===== config.mk =====
export PLATFORM = sky130hd
export DESIGN_NAME = bus_rr_arbiter
export DESIGN_NICKNAME = d
export VERILOG_FILES = /design/src/rtl/bus_rr_arbiter_pkg.sv /design/src/rtl/bus_rr_arbiter_timeout.sv /design/src/rtl/bus_rr_arbiter.sv
export SDC_FILE = /design/constraint.sdc
export NUM_CORES = 1
export LEC_CHECK = 0
export CORE_AREA = 2 2 39 41
export DETAILED_ROUTE_END_ITERATION = 7
export DIE_AREA = 0 0 41 43
export GPL_TIMING_DRIVEN = 1
export HOLD_SLACK_MARGIN = 0.15
export PLACE_DENSITY_LB_ADDON = 0.2
export SYNTH_ARGS = -nofsm -noshare
export SYNTH_HDL_FRONTEND = slang
export SYNTH_HIERARCHICAL = 1
export SYNTH_SLANG_ARGS = --single-unit

===== constraint.sdc =====
create_clock -name clk -period 4.65 [get_ports clk]
set_clock_uncertainty 0.2 [all_clocks]
set_input_delay 1.395 -clock clk [delete_from_list [all_inputs] [get_ports clk]]
set_output_delay 1.395 -clock clk [all_outputs]
set_load 0.02 [all_outputs]

===== src/rtl/bus_rr_arbiter_pkg.sv =====
// rtl/bus_rr_arbiter_pkg.sv - shared constants, state type and round-robin search for the four-master bus
package bus_rr_arbiter_pkg;

    localparam int BUS_MASTER_CNT = 4;

    typedef logic [1:0] bus_owner_t;

    localparam bus_owner_t BUS_OWNER_M0 = 2'h0;
    localparam bus_owner_t BUS_OWNER_M1 = 2'h1;
    localparam bus_owner_t BUS_OWNER_M2 = 2'h2;
    localparam bus_owner_t BUS_OWNER_M3 = 2'h3;

    localparam logic ASSERTED_L   = 1'b0;
    localparam logic DEASSERTED_L = 1'b1;

    typedef enum logic {
        BUS_ARB_STATE_IDLE = 1'b0,
        BUS_ARB_STATE_BUSY = 1'b1
    } bus_arb_state_t;

    // Search ptr+1, ptr+2, ptr+3, ptr (mod 4); returns {found, index}.
    function automatic logic [2:0] rr_pick(input logic [BUS_MASTER_CNT-1:0] req,
                                           input bus_owner_t ptr);
        logic       found;
        bus_owner_t idx;
        bus_owner_t cand;
        found = 1'b0;
        idx   = BUS_OWNER_M0;
        for (int k = 1; k <= BUS_MASTER_CNT; k++) begin
            cand = bus_owner_t'(ptr + bus_owner_t'(k));
            if (!found && req[cand]) begin
                found = 1'b1;
                idx   = cand;
            end
        end
        return {found, idx};
    endfunction

endpackage


===== src/rtl/bus_rr_arbiter_timeout.sv =====
// rtl/bus_rr_arbiter_timeout.sv - bus_timeout: slave-access watchdog forcing ready after a stall
module bus_timeout
    import bus_rr_arbiter_pkg::*;
#(
    parameter int TIMEOUT_CYCLES = 255
) (
    input  logic       clk,
    input  logic       reset_,
    input  logic       sAs_,
    input  logic       sRdy_,
    input  logic [1:0] owner,
    input  logic       toClr,
    output logic       toRdy_,
    output logic       toIrq,
    output logic [1:0] toMaster
);

    localparam int RAW_W = $clog2(TIMEOUT_CYCLES + 1);
    localparam int CW    = (RAW_W > 8) ? RAW_W : 8;
    localparam logic [CW-1:0] LAST = CW'(TIMEOUT_CYCLES - 1);

    logic [CW-1:0] cnt;
    logic          stall;
    logic          fire;

    // A stall is a strobed access with ready still high; it fires on the sample that would reach the limit.
    assign stall = (sAs_ == ASSERTED_L) && (sRdy_ == DEASSERTED_L);
    assign fire  = stall && (cnt == LAST);

    // Stall counter, one-cycle forced ready, sticky interrupt (set beats clear) and owner capture.
    always_ff @(posedge clk or negedge reset_) begin
        if (!reset_) begin
            cnt      <= '0;
            toRdy_   <= DEASSERTED_L;
            toIrq    <= 1'b0;
            toMaster <= BUS_OWNER_M0;
        end else begin
            cnt    <= (stall && !fire) ? cnt + 1'b1 : '0;
            toRdy_ <= fire ? ASSERTED_L : DEASSERTED_L;
            if (fire) begin
                toIrq    <= 1'b1;
                toMaster <= owner;
            end else if (toClr) begin
                toIrq <= 1'b0;
            end
        end
    end

endmodule


===== src/rtl/bus_rr_arbiter.sv =====
// rtl/bus_rr_arbiter.sv - four-master round-robin bus arbiter; optional watchdog under BUS_TIMEOUT_EN
module bus_rr_arbiter
    import bus_rr_arbiter_pkg::*;
#(
    parameter int TIMEOUT_CYCLES = 255
) (
    input  logic       clk,
    input  logic       reset_,
    input  logic       m0Req_,
    input  logic       m1Req_,
    input  logic       m2Req_,
    input  logic       m3Req_,
    output logic       m0Grnt_,
    output logic       m1Grnt_,
    output logic       m2Grnt_,
    output logic       m3Grnt_,
    output logic [1:0] owner,
    input  logic       sAs_,
    input  logic       sRdy_,
    output logic       toRdy_,
    output logic       toIrq,
    output logic [1:0] toMaster,
    input  logic       toClr
);

    bus_arb_state_t            state, state_nxt;
    bus_owner_t                last_ptr, last_nxt;
    bus_owner_t                owner_q, owner_nxt;
    logic [BUS_MASTER_CNT-1:0] gnt_q, gnt_nxt;
    logic [BUS_MASTER_CNT-1:0] req;
    logic                      found;
    bus_owner_t                pick;

    assign req = ~{m3Req_, m2Req_, m1Req_, m0Req_};

    // Registered state, pointer, owner and one-hot grant; lastPtr=3 gives M0 first priority.
    always_ff @(posedge clk or negedge reset_) begin
        if (!reset_) begin
            state    <= BUS_ARB_STATE_IDLE;
            last_ptr <= BUS_OWNER_M3;
            owner_q  <= BUS_OWNER_M0;
            gnt_q    <= '0;
        end else begin
            state    <= state_nxt;
            last_ptr <= last_nxt;
            owner_q  <= owner_nxt;
            gnt_q    <= gnt_nxt;
        end
    end

    // Grant from IDLE, hold while owner requests, hand over or drop to IDLE on release.
    always_comb begin
        state_nxt     = state;
        last_nxt      = last_ptr;
        owner_nxt     = owner_q;
        gnt_nxt       = gnt_q;
        {found, pick} = rr_pick(req, last_ptr);
        case (state)
            BUS_ARB_STATE_IDLE: begin
                if (found) begin
                    state_nxt = BUS_ARB_STATE_BUSY;
                    last_nxt  = pick;
                    owner_nxt = pick;
                    gnt_nxt   = 4'(4'b0001 << pick);
                end
            end
            BUS_ARB_STATE_BUSY: begin
                // The releasing owner's request is high, so the search naturally skips it.
                if (!req[owner_q]) begin
                    if (found) begin
                        last_nxt  = pick;
                        owner_nxt = pick;
                        gnt_nxt   = 4'(4'b0001 << pick);
                    end else begin
                        state_nxt = BUS_ARB_STATE_IDLE;
                        gnt_nxt   = '0;
                    end
                end
            end
            default: begin
                state_nxt = BUS_ARB_STATE_IDLE;
                gnt_nxt   = '0;
            end
        endcase
    end

    assign m0Grnt_ = ~gnt_q[0];
    assign m1Grnt_ = ~gnt_q[1];
    assign m2Grnt_ = ~gnt_q[2];
    assign m3Grnt_ = ~gnt_q[3];
    assign owner   = owner_q;

`ifdef BUS_TIMEOUT_EN
    bus_timeout #(
        .TIMEOUT_CYCLES (TIMEOUT_CYCLES)
    ) u_timeout (
        .clk      (clk),
        .reset_   (reset_),
        .sAs_     (sAs_),
        .sRdy_    (sRdy_),
        .owner    (owner_q),
        .toClr    (toClr),
        .toRdy_   (toRdy_),
        .toIrq    (toIrq),
        .toMaster (toMaster)
    );
`else
    logic unused_watchdog_inputs;
    assign unused_watchdog_inputs = &{1'b0, sAs_, sRdy_, toClr};
    assign toRdy_   = DEASSERTED_L;
    assign toIrq    = 1'b0;
    assign toMaster = BUS_OWNER_M0;
`endif

endmodule


Yosys cells after proc, flatten, opt, wreduce, memory -nomap -nowiden
Index checks and enable logic that the tools add are counted.
Cells by class
  equality and inequality tests: 2
  shifts and indexed selects: 1
  muxes and demuxes: 31
  magnitude comparators: 5
  add/subtract/negate cells: 3
  reduce and logical (&&, ||, !) cells: 7
  bitwise logic cells: 6
Operator list (count)
  $mux W2: 8
  $lt A2 B3 Y1 const B: 5
  $mux W4: 3
  $mux W1: 11
  $bmux W1 S2: 5
  $pmux W2 S2: 2
  $pmux W4 S2: 1
  $not A1 Y1: 5
  $add A2 B2 Y2 const B: 2
  $ne A2 B2 Y1 const B: 2
  $not A4 Y4: 1
  $shl A1 B2 Y4 const A: 1
  $logic_and A1 B1 Y1: 3
  $logic_not A1 Y1: 3
  $add A2 B1 Y2 const B: 1
  $pmux W1 S2: 1
  $reduce_and A2 Y1: 1
Word-level totals
  logic and storage cells: 59
  flip-flop bits (word level): 9
  bits of input ports: 9
  output and inout bits: 10

Longest topological paths before layout
Gate-level depths: netlist of the first run.
  depth after elaboration: 17
  depth in mapped cells: 5

Least setup slack after synthesis of the first run
OpenSTA, ideal clock, no wires.
  kind: in2reg
  start: in m3Req_
  end: reg owner_q[0], in the netlist owner[0]
  stages: 3
  path slack: 1.911 ns
  arrival: 2.411 ns
  setup time: 0.128 ns
  cell sequence: mux4_2 > o21ai_4 > mux2_1
On the way
  word-level cells in the longest chain between the ends: 16
RTL lines
  start, declared: line bus_rr_arbiter.sv:12  | input logic m3Req_,
  $not A4 Y4 (*): line bus_rr_arbiter.sv:34  | assign req = ~{m3Req_, m2Req_, m1Req_, m0Req_};
  $bmux W1 S2: line bus_rr_arbiter_pkg.sv:31  | if (!found && req[cand]) begin
  $mux W1 (implied by the code): line bus_rr_arbiter_pkg.sv:31
  $mux W1: line bus_rr_arbiter_pkg.sv:31
  $logic_not A1 Y1: line bus_rr_arbiter_pkg.sv:31
  $logic_and A1 B1 Y1: line bus_rr_arbiter_pkg.sv:31
  $mux W1: line bus_rr_arbiter_pkg.sv:31
  $logic_not A1 Y1: line bus_rr_arbiter_pkg.sv:31
  $logic_and A1 B1 Y1: line bus_rr_arbiter_pkg.sv:31
  $mux W1: line bus_rr_arbiter_pkg.sv:31
  $logic_not A1 Y1: line bus_rr_arbiter_pkg.sv:31
  $logic_and A1 B1 Y1: line bus_rr_arbiter_pkg.sv:31
  $mux W2 or $mux W1 (tied branches): line bus_rr_arbiter_pkg.sv:31
  $mux W2: line bus_rr_arbiter.sv:60, bus_rr_arbiter.sv:70
  $mux W2: line bus_rr_arbiter.sv:69  | if (!req[owner_q]) begin
  $pmux W2 S2: line bus_rr_arbiter.sv:58  | case (state)
  end signal, assigned: line bus_rr_arbiter.sv:46  | owner_q <= owner_nxt;
  end, declared: line bus_rr_arbiter.sv:28  | bus_owner_t owner_q, owner_nxt;
Every way passes the cells marked *; elsewhere a longest branch is shown, timed or not. The select of a mux whose other input is x is not followed.
A chain may end at the register's enable or synchronous reset.

Worst setup path after layout of the first run
Ends and elaborated chain as after synthesis.

==> flow_metrics.env, run 1 <==
export IMPL_yosys_area_top_type="dfrtp_1"
export IMPL_critPathArrivalTime_ps=3070
export IMPL_clk_latency_ps=260
export IMPL_whs_path_depth=2
export IMPL_synth_seq_area_share_pct=39.31
export IMPL_grt_pass1_wl_um=1904
export IMPL_max_vdd_ir_drop_mv=0.3752
export IMPL_p_switching_uw=173.3
export IMPL_cts_setup_buffers=0
export IMPL_gr_total_overflow=0
export IMPL_drive_gt1_share_pct=12.86
export IMPL_syn2layout_area_growth_pct=22.25
export IMPL_avgSynthCellArea_sq_um=9.988
export IMPL_layout_nets=80
export IMPL_ys_warn_count=6
export IMPL_cts_made_buffers=3
export IMPL_antenna_found_initial=0
export IMPL_reg2reg_depth=5
export IMPL_postCtsResizedCells=0
export IMPL_io_pins=19
export IMPL_ant_nets=0
export IMPL_swShare_pct=39.45
export IMPL_cts_tree="yes"
export IMPL_grt_start_max_net_pins=10
export IMPL_dieArea_sq_mm=0.001763
export IMPL_clk_pin_slew_ps=60
export IMPL_synth_edf_count=0
export IMPL_async_flop_share_pct=100.0
export IMPL_netlist_instances=58
export IMPL_grt_usage_pct=17.01
export IMPL_r2r_start="last_ptr[1]"
export IMPL_htree_levels=1
export IMPL_crit_fanout=7
export IMPL_worstSetupPathType="input pin to flip-flop"
export IMPL_num_vias=464
export IMPL_core_sq_mm=0.001384
export IMPL_viasPerCell=5.395
export IMPL_finalCritPeriodShare_pct=67.21
export IMPL_die_x_um=41
export IMPL_io_buffers=11
export IMPL_syn_area_sq_um=579.3
export IMPL_fmax_mhz=320.0
export IMPL_n_antenna_cell=0
export IMPL_wl_per_cell_um=11.87
export IMPL_dpl_hpwl_um=792.1
export IMPL_timing_critical_path_from="m3Req_"
export IMPL_grt_pass1_vias=448
export IMPL_die_y_um=43
export IMPL_maxCapViolCount=0
export IMPL_finalHoldViolCount=0
export IMPL_worst_hold_startpoint="gnt_q[3]"
export IMPL_p_clk_share_pct=13.5
export IMPL_combPwrFrac_pct=52.5
export IMPL_cell_internal_pwr_uw=265.9
export IMPL_drcViolationCount=0
export IMPL_setup_violations_final=0
export IMPL_synth_area_top_cells="dfrtp_1 30%, dfstp_2 9.1%, mux2_1 7.8%"
export IMPL_start_util_pct=41.86
export IMPL_crit_path_end_kind="flip-flop"
export IMPL_nFillCells=132
export IMPL_numClockSinks=9
export IMPL_postCtsHoldBufs=0
export IMPL_cp_start_kind="input pin"
export IMPL_cp_required_ps=4590
export IMPL_fin_crit_ps=3125
export IMPL_drtPass1Iterations=4
export IMPL_slew_viol_final=0
export IMPL_ys_ff_latch=9
export IMPL_rsz0062_at_grt="no"
export IMPL_synth_ff_type="dfrtp_1"
export IMPL_setup_tns_ps=0
export IMPL_synth_cell_type_count=28
export IMPL_synth_top_area_share_pct=30.24
export IMPL_cts_root_buffer_cell="clkbuf_4"
export IMPL_min_path_type="flip-flop to flip-flop"
export IMPL_seqPwrFrac_pct=34.0
export IMPL_row_count=14
export IMPL_wirelength_um=1021
export IMPL_holdWs_ps=326.1
export IMPL_drtIter0Drc=14
export IMPL_power_density_mw_per_mm2=620.1
export IMPL_leakage_uw=0.0002980
export IMPL_gp_congestion=0.7836
export IMPL_clock_path_buffers=2
export IMPL_outcome="completed"
metal layers:
layer	up-vias	wire (um)	GRT usage, %
met4	0	26	10.00
met5	-	0	0
met3	4	72	9.424
met2	13	460	23.13
met1	217	462	20.20
li1	230	-	-
cell usage after synthesis (2+ instances only):
library cell and count:
a22oi_1 2, nand2_1 5, dfrtp_1 7, nor2_1 4
conb_1 2, o221ai_1 2, dfstp_2 2, a221o_1 2
buf_4 4, inv_1 6, mux2_1 4, nor3_1 2
power groups by stage:
| stage | logic, uW | clock network [uW] | registers, uW |
|---|---|---|---|
| 2_1_floorplan | 153 | 0 | 156 |
| 3_3_place_gp | 231 | 0 | 151 |
| 3_5_place_dp | 232 | 0 | 152 |
| 4_1_cts | 233 | 62.0 | 151 |
| 5_1_grt | 255 | 69.2 | 157 |
| 6_report | 231 | 59.1 | 150 |
layout make-up:
cell class / instances / area (sq um) / area share, %
Tap cell: 16 / 20.02 / 2.827
Clock buffer: 4 / 26.28 / 3.710
Sequential cell: 9 / 227.7 / 32.16
Multi-Input combinational cell: 39 / 297.8 / 42.05
Inverter: 7 / 26.28 / 3.710
Timing Repair Buffer: 11 / 110.1 / 15.55
state kept, by name, summed over array words and instances (netlist names):
signal,cells
gnt_q,4
last_ptr,2
owner,2
state,1
kinds of logic after synthesis:
logic type | synth area share [%]
AO/OA/AOI/OAI | 25.06
AND/OR/NAND/NOR | 12.10
buffers and inverters | 10.58
flip-flops | 39.31
multiplexers | 11.66
other | 1.296
path summary, 6_finish.rpt:
path	endpoint	slack, ps
worst max-delay path	owner[0]	1520
worst min-delay path	gnt_q[3]	330
worst max register to register	gnt_q[0]	2810
worst min register to register	gnt_q[3]	330
max in group asynchronous	last_ptr[1]	2710
min in group asynchronous	gnt_q[0]	1220
placed cells by master, fill, tap and decap left out, drive strengths merged:
cell type,n
a21oi,1
a22oi,2
a2bb2oi,1
clkdlybuf4s50,11
o21ai,2
clkbuf,4
nor2b,1
inv,7
dfstp,2
conb,4
nand2,5
mux2,4
mux4,1
dfrtp,7
o221ai,2
a221oi,1
nor2,4
nand2b,1
o211ai,1
a221o,2
nand3,1
nor3,2
o22ai,1
and4,1
o31ai,1
o211a,1
worst max-delay path: stages:
cell and delay [ps]:
clkdlybuf4s50_1 540, mux4_2 590, o21ai_4 210, mux2_1 340
per-stage QoR:
stage               area [sq um]  worst slack [ps]  utilization (%)  power [uW]  instances
floorplan                  586.8              1911                -       308.4         60
global placement           681.9              1252            49.28       381.8         82
detailed placement         681.9              1249            49.28       383.5         82
CTS                        708.2              1530            51.18       445.5         86
global route               708.2              1456            51.18       481.1         86
finish                     708.2              1525            51.18       439.2         86
Power figures use the tool's default switching activity.
==> run 2: changes to the inputs <==
CORE_AREA = not set   (was 2 2 39 41)
CORE_UTILIZATION = 39   (was not set)
DIE_AREA = not set   (was 0 0 41 43)
clock period = 2.8 ns   (was 4.65 ns; I/O delays follow)
==> flow_metrics.env, run 2 (synthesis gave the netlist of run 1 again) <==
export IMPL_setup_violations_final=0
export IMPL_layout_nets=87
export IMPL_die_y_um=40.54
export IMPL_cts_root_buffer_cell="clkbuf_4"
export IMPL_row_count=13
export IMPL_grt_usage_pct=17.72
export IMPL_layout_common_cells="11 x clkdlybuf4s50_1, 7 x dfrtp_1, 7 x buf_4"
export IMPL_dp_cells=88
export IMPL_die_x_um=40.54
export IMPL_cts_made_buffers=3
export IMPL_maxCapViolCount=0
export IMPL_core_sq_mm=0.001334
export IMPL_wl_per_cell_um=11.53
export IMPL_cp_slowest_cell="mux4_2"
export IMPL_slew_viol_final=0
export IMPL_r2r_start="owner[0]"
export IMPL_reg2reg_depth=3
export IMPL_crit_fanout=7
export IMPL_n_antenna_cell=0
export IMPL_seqPwrFrac_pct=32.8
export IMPL_largest_reg_flops=4
export IMPL_drtPass1Iterations=3
export IMPL_setup_tns_ps=0
export IMPL_clk_latency_ps=260
export IMPL_antenna_found_initial=0
export IMPL_cts_setup_buffers=0
export IMPL_slowest_delay_ps=560
export IMPL_worstSetupPathType="input pin to flip-flop"
export IMPL_finalHoldViolCount=0
export IMPL_grt_start_max_net_pins=10
export IMPL_fin_crit_ps=2507
export IMPL_drcViolationCount=0
export IMPL_swShare_pct=38.69
export IMPL_nFillCells=130
export IMPL_p_clk_share_pct=12.8
export IMPL_preCtsSetupSlack_ps=16.44
export IMPL_crit_path_end_kind="flip-flop"
export IMPL_postCtsHoldBufs=0
export IMPL_io_buffers=11
export IMPL_timing_critical_path_from="m1Req_"
export IMPL_start_util_pct=43.43
export IMPL_combPwrFrac_pct=54.5
export IMPL_leakage_uw=0.0003344
export IMPL_drive_gt1_share_pct=22.08
export IMPL_grt_pass1_wl_um=1807
export IMPL_num_vias=489
export IMPL_viasPerCell=5.315
export IMPL_cts_tree="yes"
export IMPL_p_switching_uw=298.4
export IMPL_power_density_mw_per_mm2=1014
export IMPL_ant_nets=0
export IMPL_critPathArrivalTime_ps=2450
export IMPL_htree_levels=1
export IMPL_grt_pass1_vias=412
export IMPL_outcome="completed"
export IMPL_drtIter0Drc=4
export IMPL_min_path_type="flip-flop to flip-flop"
export IMPL_final_cells=92
export IMPL_fmax_mhz=398.9
export IMPL_postCtsResizedCells=0
export IMPL_dieArea_sq_mm=0.001643
export IMPL_largest_register="gnt_q"
export IMPL_r2r_slack_ps=970
export IMPL_cp_endpoint="owner[0]"
export IMPL_gp_congestion=0.7379
export IMPL_finalCritPeriodShare_pct=89.53
export IMPL_clk_pin_slew_ps=60
export IMPL_rsz0062_at_grt="no"
export IMPL_wirelength_um=1061
export IMPL_cp_start_kind="input pin"
export IMPL_numClockSinks=9
export IMPL_cp_cell_sequence="clkdlybuf4s50_1 -> mux4_2 -> o21ai_4 -> mux2_1"
export IMPL_worst_slack_ps=293.2
export IMPL_io_pins=19
export IMPL_cell_internal_pwr_uw=473.0
export IMPL_layout_commonest_cell="clkdlybuf4s50_1"
export IMPL_dpl_hpwl_um=891.9
export IMPL_clock_path_buffers=2
export IMPL_fin_total_pwr_uw=771.4
export IMPL_max_vdd_ir_drop_mv=0.5171
export IMPL_gr_total_overflow=0
export IMPL_cp_required_ps=2750
export IMPL_worst_r2r_endpoint="owner[0]"
export IMPL_syn2layout_area_growth_pct=31.32
[run 2: critical path: cells and delay by family]
kind                   cells  cell delay (ps)
muxes                      2              900
buffers and inverters      1              510
AOI/OAI and AO/OA          1              200
[run 2: worst min path at each step]
stage | start | endpoint | slack [ps] | cells after the start
6_report | gnt_q[2] | gnt_q[2] | 320 | 2
3_5_place_dp | gnt_q[1] | gnt_q[1] | 310 | 1
5_1_grt | gnt_q[2] | gnt_q[2] | 340 | 2
3_3_place_gp | gnt_q[1] | gnt_q[1] | 300 | 1
2_1_floorplan | gnt_q[2] | gnt_q[2] | 280 | 2
4_1_cts | gnt_q[1] | gnt_q[1] | 320 | 1
[run 2: final cells by class]
| cell class | instances | area (sq um) | area share, % |
|---|---|---|---|
| Sequential cell | 9 | 227.7 | 29.93 |
| Timing Repair Buffer | 18 | 162.7 | 21.38 |
| Tap cell | 15 | 18.77 | 2.467 |
| Clock inverter | 1 | 5.005 | 0.6579 |
| Clock buffer | 3 | 22.52 | 2.961 |
| Multi-Input combinational cell | 39 | 297.8 | 39.14 |
| Inverter | 7 | 26.28 | 3.454 |
[run 2: power groups by stage]
| stage | Sequential (uW) | Combinational (uW) | Clock [uW] |
|---|---|---|---|
| finish | 253 | 420 | 98.5 |
| global route | 265 | 461 | 111 |
| global placement | 253 | 420 | 0 |
| floorplan | 259 | 253 | 0 |
| detailed placement | 257 | 423 | 0 |
| CTS | 255 | 425 | 103 |
[run 2: per-stage QoR]
stage,instance area [sq um],hold WS [ps],utilization [%]
floorplan,586.8,278.3,-
global placement,733.2,300.2,54.97
detailed placement,733.2,309.2,54.97
CTS,760.7,322.7,57.04
global route,760.7,338.2,57.04
finish,760.7,322.1,57.04
[run 2: layer usage]
metal  share of wire (%)  vias up  track usage (%)
met5                   0        -                0
met4                0.57        0            5.000
met3                 5.9        2            8.333
met2                  47       14            29.37
met1                  46      229            20.14
li1                    -      244                -
==> run 3: changes to the inputs <==
SKIP_CTS_REPAIR_TIMING = 1   (was not set)
==> results of run 3 <==
Final layout, timing and power as in run 2 (identical DEF).
